## src/rtl/cajero_param_if.sv

```systemverilog
// Handshake and readback bundle for the parametrised cash-dispenser decomposer.
// The master side drives the command and select; the slave side reports status, counts and remainder.
interface cajero_param_if #(
  parameter int W  = 9,
  parameter int CW = 9,
  parameter int SW = 2
) ();
  logic          start;
  logic          pause;
  logic [W-1:0]  X;
  logic [SW-1:0] S;
  logic          busy;
  logic          done;
  logic          err;
  logic [CW-1:0] F;
  logic [W-1:0]  R;

  modport master (output start, pause, X, S, input busy, done, err, F, R);
  modport slave  (input start, pause, X, S, output busy, done, err, F, R);
endinterface

```

## src/rtl/cajero_param.sv

```systemverilog
// Greedy decomposition of an amount into N descending denominations, one subtraction per clock,
// with a per-denomination cap, pause, and per-denomination count readback.
module cajero_param #(
  parameter int             W      = 9,
  parameter int             N      = 4,
  parameter int             CW     = 9,
  parameter logic [N*W-1:0] DENOMS = {9'd5, 9'd10, 9'd20, 9'd50},
  parameter int             MAXC   = 511,
  parameter int             SW     = 2
) (
  input logic           clk,
  input logic           rst,
  cajero_param_if.slave bus
);

  localparam int            IW   = (N > 1) ? $clog2(N) : 1;
  localparam logic [CW-1:0] CAP  = CW'(MAXC);
  localparam logic [IW-1:0] LAST = IW'(N - 1);

  typedef enum logic [1:0] {IDLE, RUN, DONE} state_t;

  state_t        state, next;
  logic [W-1:0]  rem;
  logic [CW-1:0] cnt [N];
  logic [IW-1:0] idx;
  logic          errq;
  logic [W-1:0]  denom;
  logic [CW-1:0] curCnt;
  logic          load, sub, adv, finish;

  // Denomination and count addressed by the current index
  always_comb begin
    denom  = '0;
    curCnt = '0;
    for (int i = 0; i < N; i++) begin
      if (idx == IW'(i)) begin
        denom  = DENOMS[i*W +: W];
        curCnt = cnt[i];
      end
    end
  end

  always_ff @(posedge clk) begin
    if (rst) state <= IDLE;
    else     state <= next;
  end

  // One action per RUN cycle: subtract if allowed, otherwise move to the next denomination, otherwise finish
  always_comb begin
    next   = state;
    load   = 1'b0;
    sub    = 1'b0;
    adv    = 1'b0;
    finish = 1'b0;
    case (state)
      IDLE: begin
        if (bus.start && !bus.pause) begin
          load = 1'b1;
          next = RUN;
        end
      end
      RUN: begin
        if (!bus.pause) begin
          if (rem >= denom && curCnt < CAP) begin
            sub = 1'b1;
          end else if (idx < LAST) begin
            adv = 1'b1;
          end else begin
            finish = 1'b1;
            next   = DONE;
          end
        end
      end
      DONE:    next = IDLE;
      default: next = IDLE;
    endcase
  end

  // err is latched on the way into DONE so it is already valid during the done pulse
  always_ff @(posedge clk) begin
    if (rst) begin
      rem  <= '0;
      idx  <= '0;
      errq <= 1'b0;
      for (int i = 0; i < N; i++) cnt[i] <= '0;
    end else if (load) begin
      rem  <= bus.X;
      idx  <= '0;
      errq <= 1'b0;
      for (int i = 0; i < N; i++) cnt[i] <= '0;
    end else if (sub) begin
      rem <= rem - denom;
      for (int i = 0; i < N; i++) begin
        if (idx == IW'(i)) cnt[i] <= curCnt + CW'(1);
      end
    end else if (adv) begin
      idx <= idx + IW'(1);
    end else if (finish) begin
      errq <= (rem != '0);
    end
  end

  always_comb begin
    bus.F = '0;
    for (int i = 0; i < N; i++) begin
      if (bus.S == SW'(i)) bus.F = cnt[i];
    end
  end

  assign bus.busy = (state == RUN);
  assign bus.done = (state == DONE);
  assign bus.err  = errq;
  assign bus.R    = rem;

endmodule

```

## src/flat_wrapper.sv

```systemverilog
// flat-port wrapper written by rule: the top's interface ports become plain ports
module cajero_param_flat 
#(
  parameter int             W      = 9,
  parameter int             N      = 4,
  parameter int             CW     = 9,
  parameter logic [N*W-1:0] DENOMS = {9'd5, 9'd10, 9'd20, 9'd50},
  parameter int             MAXC   = 511,
  parameter int             SW     = 2
)
  (clk, rst, bus_start, bus_pause, bus_X, bus_S, bus_busy, bus_done, bus_err, bus_F, bus_R);
  cajero_param_if #(.W(W), .CW(CW), .SW(SW)) bus_i ();
  input logic clk;
  input logic rst;
  input wire logic [$bits(bus_i.start)-1:0] bus_start;
  input wire logic [$bits(bus_i.pause)-1:0] bus_pause;
  input wire logic [$bits(bus_i.X)-1:0] bus_X;
  input wire logic [$bits(bus_i.S)-1:0] bus_S;
  output wire logic [$bits(bus_i.busy)-1:0] bus_busy;
  output wire logic [$bits(bus_i.done)-1:0] bus_done;
  output wire logic [$bits(bus_i.err)-1:0] bus_err;
  output wire logic [$bits(bus_i.F)-1:0] bus_F;
  output wire logic [$bits(bus_i.R)-1:0] bus_R;
  assign bus_i.start = bus_start;
  assign bus_i.pause = bus_pause;
  assign bus_i.X = bus_X;
  assign bus_i.S = bus_S;
  assign bus_busy = bus_i.busy;
  assign bus_done = bus_i.done;
  assign bus_err = bus_i.err;
  assign bus_F = bus_i.F;
  assign bus_R = bus_i.R;
  cajero_param #(.W(W), .N(N), .CW(CW), .DENOMS(DENOMS), .MAXC(MAXC), .SW(SW)) u_core (.clk(clk), .rst(rst), .bus(bus_i));
endmodule
```

## config.mk

```make
export PLATFORM = sky130hd
export DESIGN_NAME = cajero_param_flat
export DESIGN_NICKNAME = d
export VERILOG_FILES = /design/src/rtl/cajero_param_if.sv /design/src/rtl/cajero_param.sv /design/src/flat_wrapper.sv
export SDC_FILE = /design/constraint.sdc
export NUM_CORES = 1
export LEC_CHECK = 0
export ABC_AREA = 1
export ABC_CLOCK_PERIOD_IN_PS = 8680
export CAP_MARGIN = 30
export CORE_MARGIN = 2
export CORE_UTILIZATION = 45
export CTS_CLUSTER_DIAMETER = 200
export DETAILED_ROUTE_END_ITERATION = 12
export PLACE_DENSITY = 0.66
export SLEW_MARGIN = 40
export SYNTH_ARGS = -nofsm -noshare
export SYNTH_HDL_FRONTEND = slang
export SYNTH_SLANG_ARGS = --single-unit
```

## constraint.sdc

```tcl
create_clock -name clk -period 8.68 [get_ports clk]
set_clock_uncertainty 0.2 [all_clocks]
set_input_delay 1.736 -clock clk [delete_from_list [all_inputs] [get_ports clk]]
set_output_delay 1.736 -clock clk [all_outputs]
set_load 0.02 [all_outputs]
```

==> out/qor.txt <==
CP startpoint - bus_S[1]
post-CTS setup buffers - 0
final hold violation count - 0
status - complete, no violations
via density per instance - 5.256
GRT Max-Usage Layer - met2
Mapped Cells - 463
final setup TNS - 0 ns
Final Wtd Congestion - 0.9480
post-route ant nets - 0
switching pwr - 0.2039 mW
DRC - 0
CTS resizes - 0
first-pass GRT wire length - 15060 um
total grt overflow - 0
share of layout cells above drive strength 1 - 0.07879
Max VDD drop - 0.00009452 V
CP arrival - 3.96 ns
hold crit path type - register to register
Routed WL - 9247 um
Post-Syn Nets - 492
GRT Total Usage - 0.2322
Hold Path Origin - u_core.bus.err
synthesized cell area - 3366 um^2
latest clock arrival within the worst-skew pair - 0.31 ns
Unique masters post-synth - 38
CTS tree - done
Die Width - 90.49 um
final net count - 523
max-capacitance violation count - 0
ANT cells - 0
worst slew pin tran - 0.7387 ns
Slew headroom - 0.5075
commonest non-fill, non-tap cell in the layout - nand2_1
Crit Path Class - input pin to output port
number of global-route vias before repair - 2964
launching point of the worst reg2reg path - u_core.idx[1]
Synth Area per Inst - 7.269 um^2
TritonCTS sink count - 50
port bufs - 35
row count - 31
clock power share - 0.240
M2 GR Usage - 0.3893
Fillers - 764
internal power consumption - 0.3858 mW
Slew Viols, Final - 0
most frequent cells in the layout - nand2_1 (125), nor2_1 (60), inv_1 (54)
Vias - 3122
logic gate share of total power - 0.287
Die Y - 90.49 um
unrepaired setup endpoints after global routing - no
crit end category - output port
number of CTS-inserted buffers - 5
Req. time, crit path - 6.74 ns
post-synthesis sequential area ratio - 0.3777
core area - 7253 um^2
P_leak - 1.609 nW
Seq pwr share - 0.473
initial antenna violation count - 0
hold buffers post-CTS - 0
Finish-stage setup viols - 0
Final Util - 0.5304
initial core utilization - 0.4640
Pwr Density - 153.3 nW/um^2
initial DRC count - 248
drt pass-1 iters - 4
num ports - 36
Seq cells post-synth - 50
# H-tree levels - 2
post-DP HPWL - 7024 um
slack of the critical path - 2.787 ns
Final Cycle Share - 0.6789
CP Max Fanout - 9
Sw Share - 0.3458
CP startpoint kind - input pin
grt met1 use - 0.3102
die footprint - 8188 um^2
Longest Clk Path Bufs - 2
largest net degree at the start of global routing - 21
pre-CTS setup slack - 2.842 ns
post-route minimum period - 5.893 ns
Clk Tree Root Cell - clkbuf_8
area grow syn2layout - 14.31%
WL/cell - 15.57 um
YS warnings - 0
Reg clk slew, reported paths - 0.10 ns
Min Hold Slack - 0.2414 ns
met3 GRT Util - 0.03339
Achievable Freq - 0.1697 GHz
-- metal layers --
metal / vias to the layer above / routed length [um]
met5: - / 0
met4: 0 / 164
met3: 11 / 548
met2: 114 / 4326
met1: 1433 / 4207
li1: 1564 / -
-- power groups by stage --
stage	combinational [mW]	clock, mW	sequential (mW)
global route	0.190	0.152	0.281
detailed placement	0.169	0	0.284
CTS	0.170	0.145	0.279
finish	0.169	0.141	0.279
global placement	0.167	0	0.284
floorplan	0.113	0	0.284
-- critical path: stages --
cell	delay, ns
clkdlybuf4s50_1	0.53
clkinv_1	0.22
nor2_1	0.52
nand2_1	0.10
a22oi_1	0.20
clkdlybuf4s50_1	0.64
-- area by class of cell --
cell class,count,area (um^2),area share
multi-input combinational,340,1777,0.4618
sequential,50,1271,0.3304
timing repair buffer,36,357.8,0.09301
inverter,61,231.5,0.06016
tap,99,123.9,0.03220
clock buffer,6,72.57,0.01886
clock inverter,2,13.76,0.003577
-- state kept, by name (all words and copies together), names as in the netlist --
signal and count:
u_core.bus.R 9, u_core.bus.err 1, u_core.cnt 36, u_core.idx 2
u_core.state 2
-- synth_stat cells --
master	count	area, um^2
buf_2	3	15.01
buf_6	4	45.04
nand2_2	13	81.33
buf_4	2	15.01
a221oi_1	2	17.52
nor3_1	5	25.02
a21boi_0	1	7.510
xnor2_1	3	26.28
clkinv_1	2	7.510
nor3_2	1	10.01
a21oi_1	23	115.1
o21ai_0	17	85.08
nand4_1	6	37.54
nand3_2	4	40.04
inv_4	1	6.260
nor2_1	60	225.2
a31oi_1	1	6.260
or2_2	1	6.260
ha_1	13	162.7
nor4_1	1	6.260
inv_2	4	15.01
nand3b_1	9	67.56
edfxtp_1	27	810.8
nor2_8	1	20.02
o21ai_1	7	35.03
dfxtp_1	23	460.4
clkbuf_1	3	11.26
nor2_4	2	22.52
inv_1	54	202.7
nand2_1	125	469.2
o2111ai_1	6	52.55
nand3_1	26	130.1
a22oi_1	1	7.510
fa_1	1	20.02
xor2_1	6	52.55
or4_1	1	7.510
nor2_2	1	6.260
nand2_4	3	33.78
-- cell families (layout without fill, tap and decap cells) --
kind of cell,after synthesis,in the layout,share of synthesized area
flops,50,50,0.3777
buf+inv,73,105,0.09442
xor+xnor,9,9,0.02342
fa+ha+maj,14,14,0.05428
simple gates,259,259,0.3532
compound gates,58,58,0.09703
-- worst paths after layout --
check / endpoint / slack, ns / depth (start not counted)
setup / recovery: bus_F[1] / 2.79 / 6
hold / removal: u_core.bus.err / 0.24 / 2
setup reg to reg: u_core.cnt[0][7] / 4.44 / 14
hold reg to reg: u_core.bus.err / 0.24 / 2
-- metrics by stage --
step                      power, mW  std cells  cell area (um^2)
after global routing         0.6225        594              3847
after detailed placement     0.4526        586              3761
final                        0.5897        594              3847
after floorplan              0.3970        463              3366
after CTS                    0.5936        594              3847
after global placement       0.4512        586              3761
(Power assumes the default switching activity.)
